File: src/rtl/dirty_wb_pkg.sv
// Shared types for the dirty/pending-write producer:
// entry states, default widths and the entry record.
package dirty_wb_pkg;

    localparam int REGADDRWIDTH_DEF = 4;
    localparam int DATAWIDTH_DEF    = 16;
    localparam int TAGWIDTH_DEF     = 2;

    typedef enum logic [1:0] {
        FREE    = 2'b00,
        WAITING = 2'b01,
        READY   = 2'b10
    } entryState_t;

    typedef struct packed {
        entryState_t                 state;
        logic [REGADDRWIDTH_DEF-1:0] dest;
        logic [DATAWIDTH_DEF-1:0]    data;
    } entry_t;

endpackage

File: src/rtl/lowest_set_finder.sv
// Priority finder: index of the lowest set bit of vec,
// plus a flag saying whether any bit is set.
module lowest_set_finder #(
    parameter int WIDTH = 4,
    parameter int IDXW  = 2
) (
    input  logic [WIDTH-1:0] vec,
    output logic [IDXW-1:0]  index,
    output logic             found
);

    always_comb begin
        index = '0;
        found = 1'b0;
        for (int i = WIDTH - 1; i >= 0; i--) begin
            if (vec[i]) begin
                index = IDXW'(i);
                found = 1'b1;
            end
        end
    end

endmodule

File: src/rtl/dirty_writeback_tracker.sv
// Tag allocator, out-of-order result buffer and writeback
// arbiter that drives the one-hot DirtyWrite pulse.
module dirty_writeback_tracker
    import dirty_wb_pkg::*;
#(
    parameter int REGADDRWIDTH = REGADDRWIDTH_DEF,
    parameter int DATAWIDTH    = DATAWIDTH_DEF,
    parameter int TAGWIDTH     = TAGWIDTH_DEF
) (
    input  logic                       clk,
    input  logic                       sync_rst_n,
    input  logic                       clk_en,
    input  logic                       IssueValid,
    output logic                       IssueReady,
    input  logic [REGADDRWIDTH-1:0]    IssueDest,
    output logic [TAGWIDTH-1:0]        IssueTag,
    input  logic                       RespValid,
    input  logic [TAGWIDTH-1:0]        RespTag,
    input  logic [DATAWIDTH-1:0]       RespData,
    output logic                       WBValid,
    input  logic                       WBReady,
    output logic [REGADDRWIDTH-1:0]    WBDest,
    output logic [DATAWIDTH-1:0]       WBData,
    output logic [2**REGADDRWIDTH-1:0] DirtyWriteVector,
    output logic [TAGWIDTH:0]          PendingCount,
    output logic                       ProtocolError
);

    localparam int NUMENTRIES = 2 ** TAGWIDTH;
    localparam int NUMREGS    = 2 ** REGADDRWIDTH;

    typedef struct packed {
        entryState_t             state;
        logic [REGADDRWIDTH-1:0] dest;
        logic [DATAWIDTH-1:0]    data;
    } slot_t;

    slot_t slots     [NUMENTRIES];
    slot_t slotsNext [NUMENTRIES];

    logic [TAGWIDTH:0] pendingQ;
    logic [TAGWIDTH:0] pendingNext;
    logic              errQ;
    logic              errNext;

    logic [NUMENTRIES-1:0] freeVec;
    logic [NUMENTRIES-1:0] readyVec;
    logic [TAGWIDTH-1:0]   freeIdx;
    logic [TAGWIDTH-1:0]   readyIdx;
    logic                  freeFound;
    logic                  readyFound;

    logic issueFire;
    logic respFire;
    logic respHit;
    logic wbFire;

    always_comb begin
        for (int i = 0; i < NUMENTRIES; i++) begin
            freeVec[i]  = (slots[i].state == FREE);
            readyVec[i] = (slots[i].state == READY);
        end
    end

    lowest_set_finder #(
        .WIDTH (NUMENTRIES),
        .IDXW  (TAGWIDTH)
    ) freeFinder (
        .vec   (freeVec),
        .index (freeIdx),
        .found (freeFound)
    );

    lowest_set_finder #(
        .WIDTH (NUMENTRIES),
        .IDXW  (TAGWIDTH)
    ) readyFinder (
        .vec   (readyVec),
        .index (readyIdx),
        .found (readyFound)
    );

    assign issueFire = IssueValid & IssueReady;
    assign wbFire    = WBValid & WBReady;
    assign respFire  = RespValid & clk_en;
    assign respHit   = (slots[RespTag].state == WAITING);

    // Fires only happen with clk_en high, so next == current
    // whenever the pipeline is stalled.
    always_comb begin
        slotsNext   = slots;
        errNext     = errQ;
        pendingNext = pendingQ
                    + (TAGWIDTH + 1)'(issueFire)
                    - (TAGWIDTH + 1)'(wbFire);
        if (issueFire) begin
            slotsNext[freeIdx].state = WAITING;
            slotsNext[freeIdx].dest  = IssueDest;
        end
        if (respFire) begin
            if (respHit) begin
                slotsNext[RespTag].state = READY;
                slotsNext[RespTag].data  = RespData;
            end else begin
                errNext = 1'b1;
            end
        end
        if (wbFire) begin
            slotsNext[readyIdx].state = FREE;
        end
    end

    always_ff @(posedge clk) begin
        if (!sync_rst_n) begin
            for (int i = 0; i < NUMENTRIES; i++) begin
                slots[i].state <= FREE;
                slots[i].dest  <= '0;
                slots[i].data  <= '0;
            end
            pendingQ <= '0;
            errQ     <= 1'b0;
        end else begin
            for (int i = 0; i < NUMENTRIES; i++) begin
                slots[i] <= slotsNext[i];
            end
            pendingQ <= pendingNext;
            errQ     <= errNext;
        end
    end

    always_comb begin
        IssueReady    = clk_en & freeFound;
        IssueTag      = freeIdx;
        WBValid       = clk_en & readyFound;
        WBDest        = slots[readyIdx].dest;
        WBData        = slots[readyIdx].data;
        PendingCount  = pendingQ;
        ProtocolError = errQ;
        for (int i = 0; i < NUMREGS; i++) begin
            DirtyWriteVector[i] =
                wbFire && (WBDest == REGADDRWIDTH'(i));
        end
    end

endmodule

File: config.mk
export PLATFORM = sky130hd
export DESIGN_NAME = dirty_writeback_tracker
export DESIGN_NICKNAME = d
export VERILOG_FILES = /design/src/rtl/dirty_wb_pkg.sv /design/src/rtl/lowest_set_finder.sv /design/src/rtl/dirty_writeback_tracker.sv
export SDC_FILE = /design/constraint.sdc
export NUM_CORES = 1
export LEC_CHECK = 0
export CORE_UTILIZATION = 54
export DETAILED_ROUTE_END_ITERATION = 10
export PLACE_DENSITY = 0.81
export REMOVE_ABC_BUFFERS = 1
export SLEW_MARGIN = 10
export SYNTH_ARGS = -nofsm -noshare
export SYNTH_HDL_FRONTEND = slang
export SYNTH_SLANG_ARGS = --single-unit
File: constraint.sdc
create_clock -name clk -period 3.3 [get_ports clk]
set_input_delay 0.99 -clock clk [delete_from_list [all_inputs] [get_ports clk]]
set_output_delay 0.99 -clock clk [all_outputs]
set_load 0.01 [all_outputs]
Word-level counts from Yosys, hierarchy flattened --
Index checks and enable logic that the tools add are counted.
Word-level totals: register bits 92, input port bits 28, logic and storage cells 117
Cells by class: $add $sub $neg 2, $lt $le $gt $ge 6, equal/unequal tests 20, mux-type cells 41, bitwise logic cells 9, reduce and logical (&&, ||, !) cells 25
Operators by type and width (number):
- $bwmux W88 | 5
- $mux W88 | 4
- $demux W22 S2 | 5
- $mux W22 | 5
- $bmux W22 S2 | 2
- $mux W20 | 3
- $eq A4 B4 Y1 const B | 8
- $logic_and A1 B1 Y1 | 19
- $eq A4 B3 Y1 const B | 4
- $mux W16 | 1
- $mux W2 | 8
- $ge A3 B3 Y1 const B | 3
- $lt A3 B1 Y1 const B | 3
- $not A2 Y3 | 3
- $eq A2 B2 Y1 const B | 4
- $eq A4 B2 Y1 const B | 2
- $logic_not A2 Y1 | 4
- $mux W1 | 8
- $and A1 B1 Y1 | 5
- $eq A4 B1 Y1 const B | 1
- $logic_not A4 Y1 | 1
- $add A3 B1 Y3 | 1
- $sub A3 B1 Y3 | 1
- $eq A2 B1 Y1 const B | 1
- other kinds (2) | 2

Logic depth before layout (Yosys ltp) --
Gate-level depths: netlist (run 1).
word-level depth 19, gate-level depth with buffers 11, depth with buffers taken out 10

By module --
From an unflattened synthesis (run 1), not the netlist that was laid out.
Second synthesis, totals: cells, all modules 510, area total of the unflattened synthesis 4548.1 um^2
Modules (own cells, without submodules):
- dirty_writeback_tracker | times used 1, cells an instance 496, area each 4478.0 um^2
- lowest_set_finder | times used 2, cells an instance 7, area each 35.0 um^2

Least setup slack after synthesis (run 1) --
OpenSTA, ideal clock, no wires.
kind input to output, start point in WBReady, end point out DirtyWriteVector[10], data arrival time 1.907 ns, required time 2.310 ns, path slack 0.403 ns, stages 4, buffers on the path 0, cell sequence nand2_1 a21o_1 a2111o_1 nor2_1
On the way: longest elaborated chain between the ends 2
Ends and longest elaborated chain:
- from (decl) | line dirty_writeback_tracker.sv:21 | input logic WBReady,
- $and A1 B1 Y1 | line dirty_writeback_tracker.sv:84 | assign wbFire = WBValid & WBReady;
- $logic_and A1 B1 Y1 | line dirty_writeback_tracker.sv:141 | wbFire && (WBDest == REGADDRWIDTH'(i));
- to (decl) | line dirty_writeback_tracker.sv:24 | output logic [2**REGADDRWIDTH-1:0] DirtyWriteVector,
Every way passes these cells.

Worst setup path in the final report (run 1) --
start point reg slots[42] (netlist name), end point out DirtyWriteVector[8]
On the way: longest elaborated chain between the ends 10
Ends and longest elaborated chain:
- from (decl) | line dirty_writeback_tracker.sv:38 | slot_t slots [NUMENTRIES];
- from (signal, indexed assignment) | line dirty_writeback_tracker.sv:124 | slots[i] <= slotsNext[i];
- $eq A2 B2 Y1 (*) | line dirty_writeback_tracker.sv:61 | readyVec[i] = (slots[i].state == READY);
- $mux W2 (3 in a row) | line lowest_set_finder.sv:16 | if (vec[i]) begin
- $not A2 Y3 (implied by the code) | line dirty_writeback_tracker.sv:135 | WBDest = slots[readyIdx].dest;
- $bmux W22 S2 | line dirty_writeback_tracker.sv:135
- $mux W20 (2 in a row)
- $eq A4 B4 Y1 | line dirty_writeback_tracker.sv:141
- $logic_and A1 B1 Y1 (*) | line dirty_writeback_tracker.sv:141
Every way passes the cells marked *; elsewhere a longest branch is shown, timed or not. The select of a mux whose other input is x is not followed.

==> impl_results.md, run 1 <==
- Via count: 3,764
- Sink Count: 92
- Slew HR: 0.591
- Status: finished, violations left
- Comb pwr share: 0.090
- Worst Max-Slew Pin Slew: 0.611 ns
- Average vias per placed instance: 5.54
- Failing checks: negative setup slack
- Num ports: 72
- Worst Skew: 0.00720 ns
- Total Wirelength: 11,000 µm
- PD cells: 335 mW/mm²
- Global route overflow: 0
- Final setup vio count: 7
- Critical path type: flip-flop to output pin
- Remaining antenna violation count: 0
- Seq cells post-synth: 92
- Final setup TNS: -0.172 ns
- Post-synthesis cell type count: 53
- Switching portion of total power: 0.238
- Cells after Synth: 454
- Worst Hold Class: flip-flop to flip-flop
- Top cell type's share of synthesized area: 0.409
- Crit Path Max Fanout: 6
- Internal power: 1.51 mW
- Peak VDD IR: 0.260 mV
- Max_cap viols: 0
- Worst Path Required: 2.31 ns
- First-pass GRT wire length: 17,700 µm
- Share of cells above drive strength 1: 0.231
- Vias in the first global route: 3,703
- H-tree depth: 3
- Final worst-path cycle share: 1.02
- Clk network pwr share: 0.341
- Worst Setup Start Kind: flip-flop
- WL/cell: 16.2 µm
- Count of hold-fix buffers inserted at cts: 0
- CP Capture Type: output pin
- Ant diodes: 0
- Initial antenna violation count: 0
- CTS tree: built
- Area delta synth->final: 31.7%
- Gp weighted congestion: 0.885
- I/O Buffers: 71
- Syn Area/Cell: 9.92 µm²
- Fin. Hold Viols: 0
- Die width: 93.3 µm
- Sw power: 0.471 mW
- DRC errors left: 0
- Async S/R FF share, synth: 0
- Initial DRT Pass Iterations: 4
- Core Footprint: 0.00789 mm²
- Post-synth EDFFs: 0
- Largest net degree at the start of global routing: 42
- Post-Syn Area: 0.00450 mm²
- Pins Over Slew Limit: 0
- WP data arrival: 2.38 ns
- Yosys warning count: 0
- Max Root-Sink Buffers: 2
- Final min period: 3.37 ns
- Nets: 603
- Yosys top cell by area: dfxtp_1
- Sequential area share after synthesis: 0.409
- Final Total Pwr: 1.98 mW
- Fmax: 0.297 GHz
- Die Ht: 93.3 µm
- Leak: 2.52 nW
- Clock buffer count from CTS: 9
- Initial Util: 0.571
- RSZ-0062 raised after global routing: true
- Gr usage total: 0.262
- Clk_lat worst skew: 0.36 ns
- Root Buffer: clkbuf_8
- Synth Flop Type: dfxtp_1
- Reg power frac: 0.569
- DIE AREA: 0.00871 mm²
- Iter 0 DRT Violations: 136
- Row cnt: 32
- Dominant cells by area after synthesis: dfxtp_1 (41%), mux2i_1 (21%), nor2b_1 (11%), a22oi_1 (2.7%), o21ai_0 (2.3%)
- Hpwl dp: 7290 µm
- Clock-pin slew on the worst setup and hold paths: 0.08 ns
- Min setup slack post-route: -0.0656 ns
[power by group through the flow]
| stage | registers, mW | logic (mW) | clock network, mW |
|---|---|---|---|
| after floorplan | 1.16 | 0.0652 | 0 |
| after global placement | 1.15 | 0.163 | 0 |
| after detailed placement | 1.15 | 0.166 | 0 |
| after CTS | 1.13 | 0.169 | 0.692 |
| after global routing | 1.13 | 0.191 | 0.740 |
| final | 1.13 | 0.178 | 0.677 |
[cells in the final DEF, fill, tap and decap left out, types with 3 or more instances in the layout]
cell / instances
buf_2: 14
nand2_1: 9
and3_1: 4
o21a_1: 5
a22oi_1: 13
nor4_2: 4
a22oi_2: 3
and2_1: 5
o22ai_1: 3
clkbuf_1: 3
a21oi_1: 3
nor2_1: 20
nor3_2: 5
clkinvlp_4: 3
dfxtp_2: 4
clkbuf_2: 3
nor2b_1: 82
mux2i_1: 96
clkbuf_8: 10
o21ai_1: 3
buf_4: 54
inv_1: 10
dfxtp_1: 88
o21ai_0: 20
clkdlybuf4s50_1: 32
nor3_1: 5
buf_6: 7
dlygate4sd2_1: 21
[worst paths after layout]
| check | slack [ns] | end | cells past startpoint | startpoint |
|---|---|---|---|---|
| setup / recovery | -0.07 | DirtyWriteVector[8] | 8 | slots[42] |
| hold / removal | 0.48 | ProtocolError | 1 | ProtocolError |
| setup reg to reg | 0.58 | PendingCount[2] | 12 | slots[42] |
| hold reg to reg | 0.48 | ProtocolError | 1 | ProtocolError |
[cells by family after synthesis]
group | share of synthesized area
xor gates and xnor gates | 0.00389
buffers and inverters | 0.0400
DFF | 0.409
AOI/OAI and AO/OA | 0.107
adders and majority gates | 0.0100
and+or+nand+nor | 0.217
muxes | 0.213
[worst max-delay path, stage by stage, from the launching register on]
cell      delay (ns)
dfxtp_2         0.33
and2b_4         0.28
nor3b_4         0.34
buf_4           0.19
a221oi_4        0.06
a2111o_1        0.42
buf_4           0.16
nor3_4          0.10
buf_2           0.15
[Yosys cell counts (5+ instances only)]
cell,instances
and2_1,5
mux2i_1,96
o21a_1,5
nor2b_1,82
inv_1,11
nor2_1,21
a22oi_1,16
nand2_1,10
o21ai_0,21
dfxtp_1,92
buf_2,9
clkbuf_1,13
nor3_1,11
[routing by layer]
| metal | up-vias | global-route usage | routed length, µm |
|---|---|---|---|
| li1 | 1826 | - | - |
| met1 | 1807 | 0.314 | 4700 |
| met2 | 105 | 0.458 | 5510 |
| met3 | 26 | 0.0374 | 547 |
| met4 | 0 | 0.126 | 212 |
| met5 | - | 0 | 0 |
[final cells by class]
cell class	instances	area, µm²
clock buffer	13	149
multi-input combinational	324	2620
sequential	92	1850
fill	552	1960
timing repair buffer	134	1130
clock inverter	3	22.5
inverter	11	41.3
tap	102	128
[metrics by stage]
stage               hold WS, ns  setup slack (ns)  std cells  instance area (µm²)   util
floorplan                 0.464            -0.660        427                 4360      -
finish                    0.481           -0.0656        679                 5930  0.752
CTS                       0.489            -0.141        670                 5770  0.732
global placement          0.447            -0.546        638                 5510  0.698
detailed placement        0.471            -0.596        638                 5510  0.698
global route              0.516            -0.160        679                 5930  0.752
[what timing repair did]
| item | CTS | global route |
|---|---|---|
| pin swaps | 13 | 11 |
| endpoints found under the hold margin | 0 | 0 |
| setup endpoints to repair | 37 | 18 |
| buffers inserted | 16 | 10 |
| resized for setup | 83 | 38 |
(Power assumes the default switching activity.)
==> inputs of run 2 (changes only) <==
- SYNTH_HIERARCHICAL: not set -> 1
==> run 2 against run 1 <==
Net effect: the flow still finishes with violations (negative setup slack); via count up 20%; first-iteration DRC count grew to 3.4 times the previous value; cell area is 1.0% lower; combinational power up 24%; sequential power about the same; cell count grew 3.7%; non-clock buffer count fell by 13; clock skew up 0.0075 ns; die area increased by 1.0%; wire length up 21%.
==> impl_results.md, run 2 <==
- Initial antenna violation count: 0
- Max Root-Sink Buffers: 2
- Synth Flop Type: dfxtp_1
- Failing checks: negative setup slack
- Root Buffer: clkbuf_8
- Ant diodes: 0
- Final Total Pwr: 2.09 mW
- Fmax: 0.279 GHz
- Worst Skew: 0.0147 ns
- WP data arrival: 2.60 ns
- Die width: 93.8 µm
- Sequential area share after synthesis: 0.405
- Hpwl dp: 8060 µm
- Clock buffer count from CTS: 9
- Critical path type: flip-flop to output pin
- Gr usage total: 0.303
- Dominant cells by area after synthesis: dfxtp_1 (40%), a21boi_0 (13%), o21ai_0 (9.7%), mux4_2 (9.4%), nand3_1 (9.1%)
- Peak VDD IR: 0.221 mV
- Num ports: 72
- DRC errors left: 0
- Core Footprint: 0.00818 mm²
- CTS tree: built
- Clk_lat worst skew: 0.36 ns
- I/O Buffers: 71
- Worst Setup Start Kind: flip-flop
- H-tree depth: 3
- Post-synth EDFFs: 0
- Final setup vio count: 18
- Max_cap viols: 0
- Final non-filler cell total: 704
- Seq cells post-synth: 92
- Yosys top cell by area: dfxtp_1
- Crit Path Max Fanout: 6
- Worst Max-Slew Pin Slew: 0.656 ns
- First-pass GRT wire length: 20,500 µm
- Sink Count: 92
- Nets: 625
- Pins Over Slew Limit: 0
- Status: finished, violations left
- Die Ht: 93.8 µm
- Clock-pin slew on the worst setup and hold paths: 0.09 ns
- Post-synthesis cell type count: 38
- Placed cells: 675
- Worst Path Required: 2.31 ns
- Vias in the first global route: 4,159
- Global route overflow: 0
- Top cell type's share of synthesized area: 0.405
- RSZ-0062 raised after global routing: true
- Worst Hold Class: flip-flop to flip-flop
- Post-Syn Area: 0.00455 mm²
- Final worst-path cycle share: 1.09
- Syn Area/Cell: 8.92 µm²
- Top cells by count, synth: dfxtp_1 (92), o21ai_0 (88), nand3_1 (83)
- Initial DRT Pass Iterations: 6
- Iter 0 DRT Violations: 467
- Most common cell in the netlist: dfxtp_1
- Final min period: 3.59 ns
- Slew HR: 0.562
- Initial Util: 0.556
- PD cells: 356 mW/mm²
- Yosys warning count: 6
- Remaining antenna violation count: 0
- Area delta synth->final: 29.0%
- Via count: 4,507
- Gp weighted congestion: 0.883
- Cells after Synth: 510
- Total Wirelength: 13,300 µm
- WL/cell: 18.9 µm
- Leak: 2.27 nW
- Min setup slack post-route: -0.290 ns
- Fin. Hold Viols: 0
- Average vias per placed instance: 6.40
- Share of cells above drive strength 1: 0.204
- Row cnt: 33
- Most frequent cells in the layout: dfxtp_1 (88), o21ai_0 (88), nand3_1 (82)
- Largest net degree at the start of global routing: 63
- Async S/R FF share, synth: 0
- CP Capture Type: output pin
- DIE AREA: 0.00879 mm²
## run 2: path summary, 6_finish.rpt
| check | startpoint | endpoint | slack [ns] | cells past startpoint |
|---|---|---|---|---|
| worst max register to register | slots[21] | PendingCount[2] | 0.74 | 12 |
| worst min-delay path | ProtocolError | ProtocolError | 0.46 | 2 |
| worst max-delay path | slots[43] | DirtyWriteVector[6] | -0.29 | 8 |
| worst min register to register | ProtocolError | ProtocolError | 0.46 | 2 |
## run 2: cell type report
class	instances	area [µm²]
clock inverter	5	53.8
sequential	92	1850
tap	105	131
timing repair buffer	121	1100
fill	574	2310
clock buffer	10	128
multi-input combinational	367	2590
inverter	4	15.0
## run 2: metrics by stage
| step | setup TNS, ns | hold WS (ns) | setup slack (ns) | instance area, µm² | util |
|---|---|---|---|---|---|
| after floorplan | -14.58 | 0.452 | -0.810 | 4350 | - |
| after global placement | -5.33 | 0.439 | -0.376 | 5470 | 0.670 |
| after detailed placement | -6.10 | 0.452 | -0.407 | 5470 | 0.670 |
| after CTS | -6.43 | 0.465 | -0.263 | 5710 | 0.698 |
| after global routing | -4.30 | 0.491 | -0.344 | 5870 | 0.718 |
| final | -3.23 | 0.460 | -0.290 | 5870 | 0.718 |
## run 2: critical path, cell delays in order, from the launching register on
cell      delay [ns]
dfxtp_2         0.33
nor2b_4         0.12
nand2b_4        0.14
a21oi_4         0.26
mux4_2          0.57
buf_6           0.13
or3b_4          0.43
nor2_1          0.12
buf_2           0.13
## run 2: report_power, final
| part | total [mW] | leakage, nW | switching (mW) | internal [mW] |
|---|---|---|---|---|
| sequential | 1.13 | 0.744 | 0.00596 | 1.12 |
| clock | 0.741 | 0.0959 | 0.397 | 0.344 |
| combinational | 0.220 | 1.43 | 0.122 | 0.0979 |
| total | 2.09 | 2.27 | 0.525 | 1.56 |
## run 2: cells by family (layout without fill, tap and decap cells)
logic type / count (synthesis) / count (layout) / synth area share
AO/OA/AOI/OAI: 180 / 180 / 0.244
XOR/XNOR: 3 / 3 / 0.00578
adder cells (fa/ha/maj): 2 / 2 / 0.00715
buffers and inverters: 51 / 140 / 0.0473
flip-flops: 92 / 92 / 0.405
multiplexers: 20 / 20 / 0.0999
AND/OR/NAND/NOR: 162 / 162 / 0.191
## run 2: timing repair
action	in CTS	in global routing
setup endpoints to repair	38	38
gates resized for setup	74	31
hold buffers	0	0
buffers inserted	5	8
cloned	0	1
pin swaps	11	7
## run 2: layer usage
| layer | share of wire | routed length [µm] | up-vias | track usage |
|---|---|---|---|---|
| li1 | - | - | 2018 | - |
| met1 | 0.39 | 5260 | 2186 | 0.391 |
| met2 | 0.49 | 6500 | 268 | 0.505 |
| met3 | 0.096 | 1280 | 35 | 0.0421 |
| met4 | 0.021 | 279 | 0 | 0.132 |
| met5 | 0 | 0 | - | 0 |
